## src/rtl/spiflash_arb_pkg.sv

```systemverilog
// Shared encodings and the round-robin pick helper for the two-port flash arbiter.
package spiflash_arb_pkg;

    localparam logic [1:0] ST_IDLE  = 2'd0;
    localparam logic [1:0] ST_FETCH = 2'd1;
    localparam logic [1:0] ST_RESP  = 2'd2;
    localparam logic [1:0] ST_GAP   = 2'd3;

    localparam logic PORT_CPU    = 1'b0;
    localparam logic PORT_STREAM = 1'b1;

    // On a tie, grant the port that was not served last. Until the first grant completes
    // there is no history, so CPU fetch takes the first tie.
    function automatic logic pick_port(input logic req0, input logic req1,
                                       input logic last, input logic seen);
        if (req0 && req1) begin
            return seen ? ~last : PORT_CPU;
        end
        return (req1 && !req0) ? PORT_STREAM : PORT_CPU;
    endfunction

endpackage

```

## src/rtl/spiflash_arb_if.sv

```systemverilog
// Request/response bundle for both arbiter ports plus the flash reader handshake.
interface spiflash_arb_if #(
    parameter int ADDR_W = 24
);
    logic              m0_valid;
    logic [ADDR_W-1:0] m0_addr;
    logic [31:0]       m0_rdata;
    logic              m0_ready;

    logic              m1_valid;
    logic [ADDR_W-1:0] m1_addr;
    logic [31:0]       m1_rdata;
    logic              m1_ready;

    logic              f_valid;
    logic [ADDR_W-1:0] f_addr;
    logic [31:0]       f_rdata;
    logic              f_ready;

    // Arbiter side.
    modport slave (
        input  m0_valid, m0_addr, m1_valid, m1_addr, f_rdata, f_ready,
        output m0_rdata, m0_ready, m1_rdata, m1_ready, f_valid, f_addr
    );

    // Requesters and flash reader side.
    modport master (
        output m0_valid, m0_addr, m1_valid, m1_addr, f_rdata, f_ready,
        input  m0_rdata, m0_ready, m1_rdata, m1_ready, f_valid, f_addr
    );
endinterface

```

## src/rtl/spiflash_lastword.sv

```systemverilog
// One-entry cache holding the most recently fetched flash word and its address.
module spiflash_lastword #(
    parameter int ADDR_W = 24
) (
    input  logic              i_clk,
    input  logic              i_reset,
    input  logic              i_fill,
    input  logic              i_inv,
    input  logic              i_inv_pend,
    input  logic [ADDR_W-1:0] i_fill_addr,
    input  logic [31:0]       i_fill_data,
    input  logic [ADDR_W-1:0] i_lookup_addr,
    output logic              o_hit,
    output logic [31:0]       o_data
);

    logic              r_vld;
    logic [ADDR_W-1:0] r_addr;
    logic [31:0]       r_data;

    // A fill is dropped if an invalidate landed at any point during the fetch that produced it.
    always_ff @(posedge i_clk) begin
        if (i_reset) begin
            r_vld  <= 1'b0;
            r_addr <= '0;
            r_data <= '0;
        end else if (i_inv) begin
            r_vld <= 1'b0;
        end else if (i_fill && !i_inv_pend) begin
            r_vld  <= 1'b1;
            r_addr <= i_fill_addr;
            r_data <= i_fill_data;
        end
    end

    assign o_hit  = r_vld && (i_lookup_addr == r_addr) && !i_inv;
    assign o_data = r_data;

endmodule

```

## src/rtl/spiflash_arb.sv

```systemverilog
// Round-robin arbiter sharing one SPI flash word reader between CPU fetch and sample streamer.
module spiflash_arb
    import spiflash_arb_pkg::*;
#(
    parameter int ADDR_W   = 24,
    parameter bit CACHE_EN = 1'b1
) (
    input  logic           i_clk,
    input  logic           i_reset,
    input  logic           i_inv,
    output logic           o_busy,
    spiflash_arb_if.slave  io_bus
);

    logic [1:0]        r_state;
    logic              r_gnt;
    logic [ADDR_W-1:0] r_addr;
    logic              r_rr_ptr;
    logic              r_rr_seen;
    logic              r_inv_pend;
    logic              r_m0_ready;
    logic              r_m1_ready;
    logic [31:0]       r_m0_rdata;
    logic [31:0]       r_m1_rdata;
    logic              r_f_valid;
    logic [ADDR_W-1:0] r_f_addr;
    logic              r_busy;

    logic              w_any;
    logic              w_gnt;
    logic [ADDR_W-1:0] w_addr;
    logic              w_fill;
    logic              w_hit;
    logic [31:0]       w_cache_data;

    assign w_any  = io_bus.m0_valid || io_bus.m1_valid;
    assign w_gnt  = pick_port(io_bus.m0_valid, io_bus.m1_valid, r_rr_ptr, r_rr_seen);
    assign w_addr = (w_gnt == PORT_STREAM) ? io_bus.m1_addr : io_bus.m0_addr;
    assign w_fill = (r_state == ST_FETCH) && io_bus.f_ready;

    if (CACHE_EN) begin : g_cache
        spiflash_lastword #(
            .ADDR_W (ADDR_W)
        ) u_lastword (
            .i_clk         (i_clk),
            .i_reset       (i_reset),
            .i_fill        (w_fill),
            .i_inv         (i_inv),
            .i_inv_pend    (r_inv_pend),
            .i_fill_addr   (r_addr),
            .i_fill_data   (io_bus.f_rdata),
            .i_lookup_addr (w_addr),
            .o_hit         (w_hit),
            .o_data        (w_cache_data)
        );
    end else begin : g_nocache
        assign w_hit        = 1'b0;
        assign w_cache_data = '0;
    end

    always_ff @(posedge i_clk) begin
        if (i_reset) begin
            r_state    <= ST_IDLE;
            r_gnt      <= PORT_CPU;
            r_addr     <= '0;
            r_rr_ptr   <= PORT_CPU;
            r_rr_seen  <= 1'b0;
            r_inv_pend <= 1'b0;
            r_m0_ready <= 1'b0;
            r_m1_ready <= 1'b0;
            r_m0_rdata <= '0;
            r_m1_rdata <= '0;
            r_f_valid  <= 1'b0;
            r_f_addr   <= '0;
            r_busy     <= 1'b0;
        end else begin
            r_m0_ready <= 1'b0;
            r_m1_ready <= 1'b0;
            case (r_state)
                ST_IDLE: begin
                    if (w_any) begin
                        r_gnt  <= w_gnt;
                        r_addr <= w_addr;
                        r_busy <= 1'b1;
                        if (w_hit) begin
                            r_state <= ST_RESP;
                            if (w_gnt == PORT_STREAM) begin
                                r_m1_ready <= 1'b1;
                                r_m1_rdata <= w_cache_data;
                            end else begin
                                r_m0_ready <= 1'b1;
                                r_m0_rdata <= w_cache_data;
                            end
                        end else begin
                            r_state   <= ST_FETCH;
                            r_f_valid <= 1'b1;
                            r_f_addr  <= w_addr;
                        end
                    end
                end
                ST_FETCH: begin
                    if (i_inv) begin
                        r_inv_pend <= 1'b1;
                    end
                    // Drop valid on the completing edge; the reader re-triggers on valid && !ready.
                    if (io_bus.f_ready) begin
                        r_f_valid  <= 1'b0;
                        r_inv_pend <= 1'b0;
                        r_state    <= ST_RESP;
                        if (r_gnt == PORT_STREAM) begin
                            r_m1_ready <= 1'b1;
                            r_m1_rdata <= io_bus.f_rdata;
                        end else begin
                            r_m0_ready <= 1'b1;
                            r_m0_rdata <= io_bus.f_rdata;
                        end
                    end
                end
                ST_RESP: begin
                    r_rr_ptr  <= r_gnt;
                    r_rr_seen <= 1'b1;
                    r_state   <= ST_GAP;
                end
                default: begin
                    r_state <= ST_IDLE;
                    r_busy  <= 1'b0;
                end
            endcase
        end
    end

    assign io_bus.m0_ready = r_m0_ready;
    assign io_bus.m0_rdata = r_m0_rdata;
    assign io_bus.m1_ready = r_m1_ready;
    assign io_bus.m1_rdata = r_m1_rdata;
    assign io_bus.f_valid  = r_f_valid;
    assign io_bus.f_addr   = r_f_addr;
    assign o_busy          = r_busy;

endmodule

```

## src/flat_wrapper.sv

```systemverilog
// flat-port wrapper written by rule: the top's interface ports become plain ports
module spiflash_arb_flat import spiflash_arb_pkg::*;
#(
    parameter int ADDR_W   = 24,
    parameter bit CACHE_EN = 1'b1
)
  (i_clk, i_reset, i_inv, o_busy, io_bus_m0_valid, io_bus_m0_addr, io_bus_m1_valid, io_bus_m1_addr, io_bus_f_rdata, io_bus_f_ready, io_bus_m0_rdata, io_bus_m0_ready, io_bus_m1_rdata, io_bus_m1_ready, io_bus_f_valid, io_bus_f_addr);
  spiflash_arb_if #(.ADDR_W(ADDR_W)) io_bus_i ();
  input  logic i_clk;
  input  logic i_reset;
  input  logic i_inv;
  output logic o_busy;
  input wire logic [$bits(io_bus_i.m0_valid)-1:0] io_bus_m0_valid;
  input wire logic [$bits(io_bus_i.m0_addr)-1:0] io_bus_m0_addr;
  input wire logic [$bits(io_bus_i.m1_valid)-1:0] io_bus_m1_valid;
  input wire logic [$bits(io_bus_i.m1_addr)-1:0] io_bus_m1_addr;
  input wire logic [$bits(io_bus_i.f_rdata)-1:0] io_bus_f_rdata;
  input wire logic [$bits(io_bus_i.f_ready)-1:0] io_bus_f_ready;
  output wire logic [$bits(io_bus_i.m0_rdata)-1:0] io_bus_m0_rdata;
  output wire logic [$bits(io_bus_i.m0_ready)-1:0] io_bus_m0_ready;
  output wire logic [$bits(io_bus_i.m1_rdata)-1:0] io_bus_m1_rdata;
  output wire logic [$bits(io_bus_i.m1_ready)-1:0] io_bus_m1_ready;
  output wire logic [$bits(io_bus_i.f_valid)-1:0] io_bus_f_valid;
  output wire logic [$bits(io_bus_i.f_addr)-1:0] io_bus_f_addr;
  assign io_bus_i.m0_valid = io_bus_m0_valid;
  assign io_bus_i.m0_addr = io_bus_m0_addr;
  assign io_bus_i.m1_valid = io_bus_m1_valid;
  assign io_bus_i.m1_addr = io_bus_m1_addr;
  assign io_bus_i.f_rdata = io_bus_f_rdata;
  assign io_bus_i.f_ready = io_bus_f_ready;
  assign io_bus_m0_rdata = io_bus_i.m0_rdata;
  assign io_bus_m0_ready = io_bus_i.m0_ready;
  assign io_bus_m1_rdata = io_bus_i.m1_rdata;
  assign io_bus_m1_ready = io_bus_i.m1_ready;
  assign io_bus_f_valid = io_bus_i.f_valid;
  assign io_bus_f_addr = io_bus_i.f_addr;
  spiflash_arb #(.ADDR_W(ADDR_W), .CACHE_EN(CACHE_EN)) u_core (.i_clk(i_clk), .i_reset(i_reset), .i_inv(i_inv), .o_busy(o_busy), .io_bus(io_bus_i));
endmodule
```

## config.mk

```make
export PLATFORM = sky130hd
export DESIGN_NAME = spiflash_arb_flat
export DESIGN_NICKNAME = d
export VERILOG_FILES = /design/src/rtl/spiflash_arb_pkg.sv /design/src/rtl/spiflash_arb_if.sv /design/src/rtl/spiflash_lastword.sv /design/src/rtl/spiflash_arb.sv /design/src/flat_wrapper.sv
export SDC_FILE = /design/constraint.sdc
export NUM_CORES = 1
export LEC_CHECK = 0
export CAP_MARGIN = 25
export CORE_ASPECT_RATIO = 0.6
export CORE_MARGIN = 4
export CORE_UTILIZATION = 50
export DETAILED_ROUTE_END_ITERATION = 16
export DONT_BUFFER_PORTS = 1
export PLACE_DENSITY = 0.66
export SYNTH_ARGS = -nofsm -noshare
export SYNTH_HDL_FRONTEND = slang
export SYNTH_SLANG_ARGS = --single-unit
```

## constraint.sdc

```tcl
create_clock -name i_clk -period 3.6 [get_ports i_clk]
set_input_delay 0.72 -clock i_clk [delete_from_list [all_inputs] [get_ports i_clk]]
set_output_delay 0.72 -clock i_clk [all_outputs]
set_load 0.05 [all_outputs]
```

# == Yosys cells after proc, flatten, opt, wreduce, memory -nomap -nowiden ==
# Index checks and enable logic that the tools add are counted.
# Widths: inputs -> output; s select.
# word_totals
word_cells,97
ff_bits,179
out_inout_bits,92
# op_classes
reduce_logical,24
n_bitwise,4
mux,42
n_eq_ne,11
# op_table
cell,count
$mux 32,10
$pmux 32 s2,2
$eq 24x24->1,1
$mux 24,1
$mux 1,21
$reduce_and 6->1,2
$ne 2x2->1 const B,5
$reduce_and 2->1,5
$pmux 1 s2,4
$logic_and 1x1->1,6
$mux 2,3
$ne 2x1->1 const B,3
$pmux 2 s3,1
$not 1->1,4
$reduce_and 4->1,1
$reduce_bool 2->1,2
$reduce_or 2->1,2
$logic_not 1->1,3
$reduce_and 3->1,1
$eq 2x1->1 const B,1
$eq 2x2->1 const B,1
$logic_not 2->1,1
$logic_or 1x1->1,1

# == Longest topological paths before layout ==
# depth
word_depth,11
depth_mapped,12
depth_no_buf,9

# == Cells and area by module ==
# From an unflattened synthesis, not the netlist that was laid out.
# unflattened
hier_cells,838
hier_area_um2,7757.4
# modules_own_cells
mod,cells_per_inst,seq_area_each_um2,n_inst,area_per_inst_um2
spiflash_arb,558,2442.3,1,5504.0
spiflash_lastword,280,1141.1,1,2253.4

# == Worst setup path after synthesis ==
# Ideal clock, no wire load.
# synth_path
kind,input -> register
start,input port io_bus_m1_valid
end,"register u_core.r_m0_rdata[10], in the netlist u_core.io_bus.m0_rdata[10]"
setup_ns,0.120
slack_ns,0.350
arrival_ns,3.130
stages,10
cell_sequence,buf_2 -> nand3b_1 -> nand3_1 -> and3_1 -> or4_1 -> or4_4 -> o41ai_2 -> nand3_2 -> buf_6 -> mux2i_1
# synth_via
elab_chain_len,9
word_cells_on_any_way,14
classes_between,eq/ne (4); mux (4); reduce/logical (6)
# synth_rtl
element,line_no,text
from (decl),flat_wrapper.sv:15,input wire logic [$bits(io_bus_i.m1_valid)-1:0] io_bus_m1_valid;
$logic_and 1x1->1 (on tied branches),"spiflash_arb_pkg.sv:19, spiflash_arb_pkg.sv:16",
$mux 1 (on tied branches),"spiflash_arb_pkg.sv:19, spiflash_arb_pkg.sv:16",
$mux 1,spiflash_arb_pkg.sv:19,return (req1 && !req0) ? PORT_STREAM : PORT_CPU;
$mux 24,spiflash_arb.sv:38,assign w_addr = (w_gnt == PORT_STREAM) ? io_bus.m1_addr : io_bus.m0_addr;
$eq 24x24->1,spiflash_lastword.sv:36,assign o_hit = r_vld && (i_lookup_addr == r_addr) && !i_inv;
$logic_and 1x1->1 (2 in series),spiflash_lastword.sv:36,
$ne 2x2->1 (no source line),n/a,
$reduce_and 6->1 (no source line) *,n/a,
to (signal assigned),spiflash_arb.sv:92,r_m0_rdata <= w_cache_data;
to (signal assigned),spiflash_arb.sv:115,r_m0_rdata <= io_bus.f_rdata;
to (decl),spiflash_arb.sv:23,logic [31:0] r_m0_rdata;
# Every way passes the cells marked *; elsewhere a longest branch is shown, timed or not.
# A chain may end at the register's enable or synchronous reset.

# == Worst setup path after layout ==
# layout_path
start,register u_core.r_rr_ptr
end,"register u_core.r_f_addr[0], in the netlist u_core.io_bus.f_addr[0]"
# layout_via
elab_chain_len,10
# layout_rtl
element,line_no,text
from (decl),spiflash_arb.sv:18,logic r_rr_ptr;
from (signal assigned),spiflash_arb.sv:120,r_rr_ptr <= r_gnt;
$not 1->1 *,spiflash_arb_pkg.sv:17,return seen ? ~last : PORT_CPU;
$mux 1 *,spiflash_arb_pkg.sv:17,
$mux 1 *,spiflash_arb_pkg.sv:16,if (req0 && req1) begin
$mux 1 *,spiflash_arb_pkg.sv:19,
$mux 24 *,spiflash_arb.sv:38,
$eq 24x24->1,spiflash_lastword.sv:36,
$logic_and 1x1->1 (2 in series),spiflash_lastword.sv:36,
$not 1->1 (no source line),n/a,
$reduce_and 3->1 (no source line),n/a,
to (signal assigned),spiflash_arb.sv:97,r_f_addr <= w_addr;
to (decl),spiflash_arb.sv:26,logic [ADDR_W-1:0] r_f_addr;
# Every way passes the cells marked *; elsewhere a longest branch is shown, timed or not. The select of a mux whose other input is x is not followed.

==> flow_summary.json <==
{
  "clk_latency_ns": 0.41,
  "grt_usage_pct": 23.4,
  "unrepaired_setup_endpoints_after_global_routing": "false",
  "syn_area_per_cell_um2": 8.69,
  "netSwitchingPower_mw": 3.06,
  "final_net_count": 986,
  "netlist.area_leader.share_pct": 44.6,
  "ys_seq_elements": 179,
  "finalHoldViolations": 0,
  "number_of_instances_in_the_synthesized_netlist": 925,
  "critPathCaptureType": "register",
  "worst_ep_required_time_ns": 3.90,
  "timing_worst_slew_pin_value_ns": 0.866,
  "clock_sinks": 179,
  "ys_top_cells_by_area": "sky130_fd_sc_hd__dfxtp_1 45%, sky130_fd_sc_hd__mux2i_1 12%, sky130_fd_sc_hd__nand2_1 6.0%",
  "synth_area_leader_cell": "sky130_fd_sc_hd__dfxtp_1",
  "post_drt_via_cell_ratio": 5.84,
  "share_of_final_layout_standard_cells_stronger_than_drive_strength_1_pct": 10.7,
  "drcViolationCount": 0,
  "path_class": "reg2reg",
  "crit_path_max_fanout": 16,
  "postCtsSetupBuffers": 0,
  "worstHoldEndpoint": "u_core.g_cache.u_lastword.o_data[19]",
  "highest_metal_layer_with_signal_wires": "met4",
  "post_dp_cell_area_um2": 8190,
  "pin_count_of_the_biggest_net_entering_global_routing": 215,
  "core_um2": 15500,
  "post_synth_num_cell_types": 43,
  "main_combinational_cell_family_by_area_after_synthesis": "simple AND/OR/NAND/NOR gates",
  "die_h_um": 106,
  "cts.htree.levels": 4,
  "tritoncts": "done",
  "post_synth_xor_area_fraction_pct": 0.327,
  "portBuffers": 0,
  "result_of_the_run": "complete, no violations",
  "floorplan.initialDensity_pct": 51.7,
  "synth_fp_nets": 1015,
  "timing.final.crit_share_pct": 94.2,
  "met3_wirelength_um": 2240,
  "final_design_area_no_fill_um2": 8830,
  "max_cap_check_violation_count": 0,
  "critical_register_to_register_path_endpoint": "u_core.io_bus.f_addr[0]",
  "cts_root_buf": "sky130_fd_sc_hd__clkbuf_16",
  "first_global_vias": 6085,
  "timing.final.setup_violations": 0,
  "critical_hold_path_startpoint": "i_reset",
  "pwr-share-clk_pct": 27.2,
  "yosysWarningCount": 0,
  "rr_worst_depth": 8,
  "critPathLaunchType": "register",
  "timing.critical_path.arrival_ns": 3.69,
  "skew_ns": 0.0170,
  "number_of_buffers_added_by_the_clock_tree_synthesis_step": 17,
  "grt_overflow": 0,
  "synthMuxAreaShare_pct": 12.5,
  "clock_tree.buffer_depth": 2,
  "final.min_clock_period_ns": 3.39,
  "fillers": 1460,
  "hold-path-cell-count": 1,
  "first_iteration_detailed_routing_drc_count": 712,
  "wl_met1_um": 10800,
  "num_vias": 6491,
  "flow.area_growth_from_synthesis_pct": 9.84,
  "floorplan.io_pins": 178,
  "grt_pass1_wl_um": 34000,
  "fraction_of_the_mapped_netlist_area_in_compound_gates_pct": 12.5,
  "p_leak_nw": 3.50,
  "hold_path.class": "in2reg",
  "cts.reportedPaths.clkPinSlew_ns": 0.07,
  "cell_area_after_synthesis_um2": 8040,
  "antenna_cells": 0,
  "drt.antenna.violating_nets": 0,
  "floorplan.die_area_um2": 18200,
  "placementRows": 35,
  "postCtsResizedCells": 0,
  "wire_per_inst_um": 19.7,
  "hpwlAfterDp_um": 15000,
  "timing.reg2reg.setup_slack_ns": 0.21,
  "r2r_start": "u_core.r_rr_ptr",
  "post_synth_simple_gate_area_pct": 24.9,
  "gp_routability_congestion": 0.915,
  "finalCoreUtilization_pct": 56.8,
  "route.final.wire_length_um": 21900,
  "post_cts_hold_buffer_count": 0,
  "maximum_vdd_drop_mv": 0.392,
  "cellPowerDensity_nw_per_um2": 851,
  "die_w_um": 172,
  "slew_viol_final": 0,
  "max_slew_margin_pct": 42.1,
  "routed-wl-met2_um": 8690,
  "power.share.switching_pct": 40.7,
  "setup_tns_final_ns": 0,
  "yosysSeqAreaShare_pct": 44.6,
  "timing.fmax_mhz": 295,
  "power_frac_comb_pct": 28.2,
  "power_internal_mw": 4.46,
  "power.share.sequential_pct": 44.6,
  "number_of_antenna_violations_at_the_first_check_in_global_routing": 1,
  "synth_fa_ha_area_share_pct": 0.623,
  "detail_route.first_pass.iterations": 5
}
==> cells in the final DEF (no fill, tap or decap), drive strengths merged, types with 2 or more instances in the layout <==
cell type and count:
inv 26, nor2 39, nand2 129, nor3 23
mux2i 100, nand3b 2, and3 28, nand4 11
nor4 11, bufinv 4, nor2b 3, a21oi 80
dfxtp 179, nand3 35, ha 4, or3 3
o211ai 21, or2 36, nand2b 68, or4 4
a21boi 2, xnor2 3, o41ai 2, a221oi 16
a311oi 4, a31oi 2, clkinv 2, clkbuf 19
a211oi 5, o21ai 3, a21o 14, o21a 3
buf 21
==> registers in the layout, indices dropped and copies added, names as in the netlist <==
signal and cells:
u_core.io_bus.m0_ready 1, u_core.g_cache.u_lastword.o_data 32, u_core.io_bus.m1_ready 1, u_core.r_rr_seen 1, u_core.o_busy 1, u_core.io_bus.f_addr 24
u_core.r_rr_ptr 1, u_core.io_bus.f_valid 1, u_core.g_cache.u_lastword.r_addr 24, u_core.r_addr 24, u_core.r_state 2, u_core.io_bus.m0_rdata 32
u_core.r_gnt 1, u_core.io_bus.m1_rdata 32, u_core.g_cache.u_lastword.r_vld 1, u_core.r_inv_pend 1
==> synthesized netlist by cell type, drive strengths merged <==
| master | n |
|---|---|
| nand4 | 11 |
| dfxtp | 179 |
| or4 | 4 |
| o31ai | 1 |
| mux2i | 100 |
| xnor2 | 3 |
| nand3 | 35 |
| a221oi | 16 |
| and4 | 1 |
| nor2 | 39 |
| o311ai | 1 |
| a21oi | 80 |
| a21o | 14 |
| o41ai | 2 |
| nor3 | 23 |
| nor2b | 3 |
| nand3b | 2 |
| and3 | 28 |
| nor4 | 11 |
| o21ai | 3 |
| or2 | 36 |
| buf | 23 |
| o21a | 3 |
| a21boi | 2 |
| or3 | 3 |
| a31oi | 2 |
| nand2 | 129 |
| o211ai | 21 |
| nand2b | 68 |
| a311oi | 4 |
| inv | 21 |
| nor4b | 1 |
| a211oi | 5 |
| ha | 4 |
| and2 | 1 |
| clkbuf | 46 |
==> per-stage QoR <==
stage / total power [mW] / std cells / setup slack, ns / hold slack [ns]
floorplan: 4.99 / 925 / 0.350 / 0.432
global placement: 5.49 / 1080 / 0.168 / 0.435
detailed placement: 5.51 / 1080 / 0.137 / 0.440
CTS: 7.57 / 1111 / 0.362 / 0.358
global route: 7.89 / 1111 / 0.125 / 0.354
finish: 7.51 / 1111 / 0.209 / 0.388
==> final cells by class <==
| cell class | count | area [um2] | area share [%] |
|---|---|---|---|
| tap | 203 | 254 | 2.88 |
| sequential | 179 | 3580 | 40.6 |
| timing repair buffer | 21 | 183 | 2.07 |
| inverter | 21 | 78.8 | 0.893 |
| multi-input combinational | 656 | 4090 | 46.3 |
| clock buffer | 19 | 443 | 5.02 |
| clock inverter | 12 | 194 | 2.20 |
==> power by group through the flow <==
stage	clock network (mW)	registers (mW)	logic, mW
after floorplan	0	3.31	1.69
after global placement	0	3.39	2.10
after detailed placement	0	3.40	2.11
after CTS	2.09	3.36	2.13
after global routing	2.17	3.40	2.32
final	2.04	3.35	2.12
==> worst max-delay path, cell delays in order, from the launching register on <==
cell	delay [ns]
sky130_fd_sc_hd__dfxtp_1	0.33
sky130_fd_sc_hd__nand2b_1	0.17
sky130_fd_sc_hd__a21boi_1	0.70
sky130_fd_sc_hd__mux2i_1	0.47
sky130_fd_sc_hd__xnor2_1	0.18
sky130_fd_sc_hd__nor4_1	0.38
sky130_fd_sc_hd__nand4_1	0.37
sky130_fd_sc_hd__buf_4	0.35
sky130_fd_sc_hd__a221oi_1	0.32
==> logic make-up after synthesis <==
| group | count (synthesis) |
|---|---|
| simple gates | 395 |
| fa+ha+maj | 4 |
| buf+inv | 90 |
| xor+xnor | 3 |
| compound gates | 154 |
| flops | 179 |
| mux | 100 |
==> routing by layer <==
metal	global-route usage (%)	up-vias
met5	0	-
met3	8.21	14
met1	35.9	3084
met4	3.96	0
li1	-	3145
met2	31.5	248
==> worst max path at each step <==
stage	from	to
6_report	u_core.r_rr_ptr	u_core.io_bus.f_addr[0]
5_1_grt	u_core.r_rr_ptr	u_core.io_bus.f_addr[12]
4_1_cts	u_core.r_rr_ptr	u_core.io_bus.m0_rdata[13]
3_5_place_dp	io_bus_m1_valid	u_core.io_bus.f_addr[0]
3_3_place_gp	io_bus_m1_valid	u_core.io_bus.m0_rdata[24]
2_1_floorplan	io_bus_m1_valid	u_core.io_bus.m0_rdata[10]
Note: power is estimated with default switching activity, not from simulation.
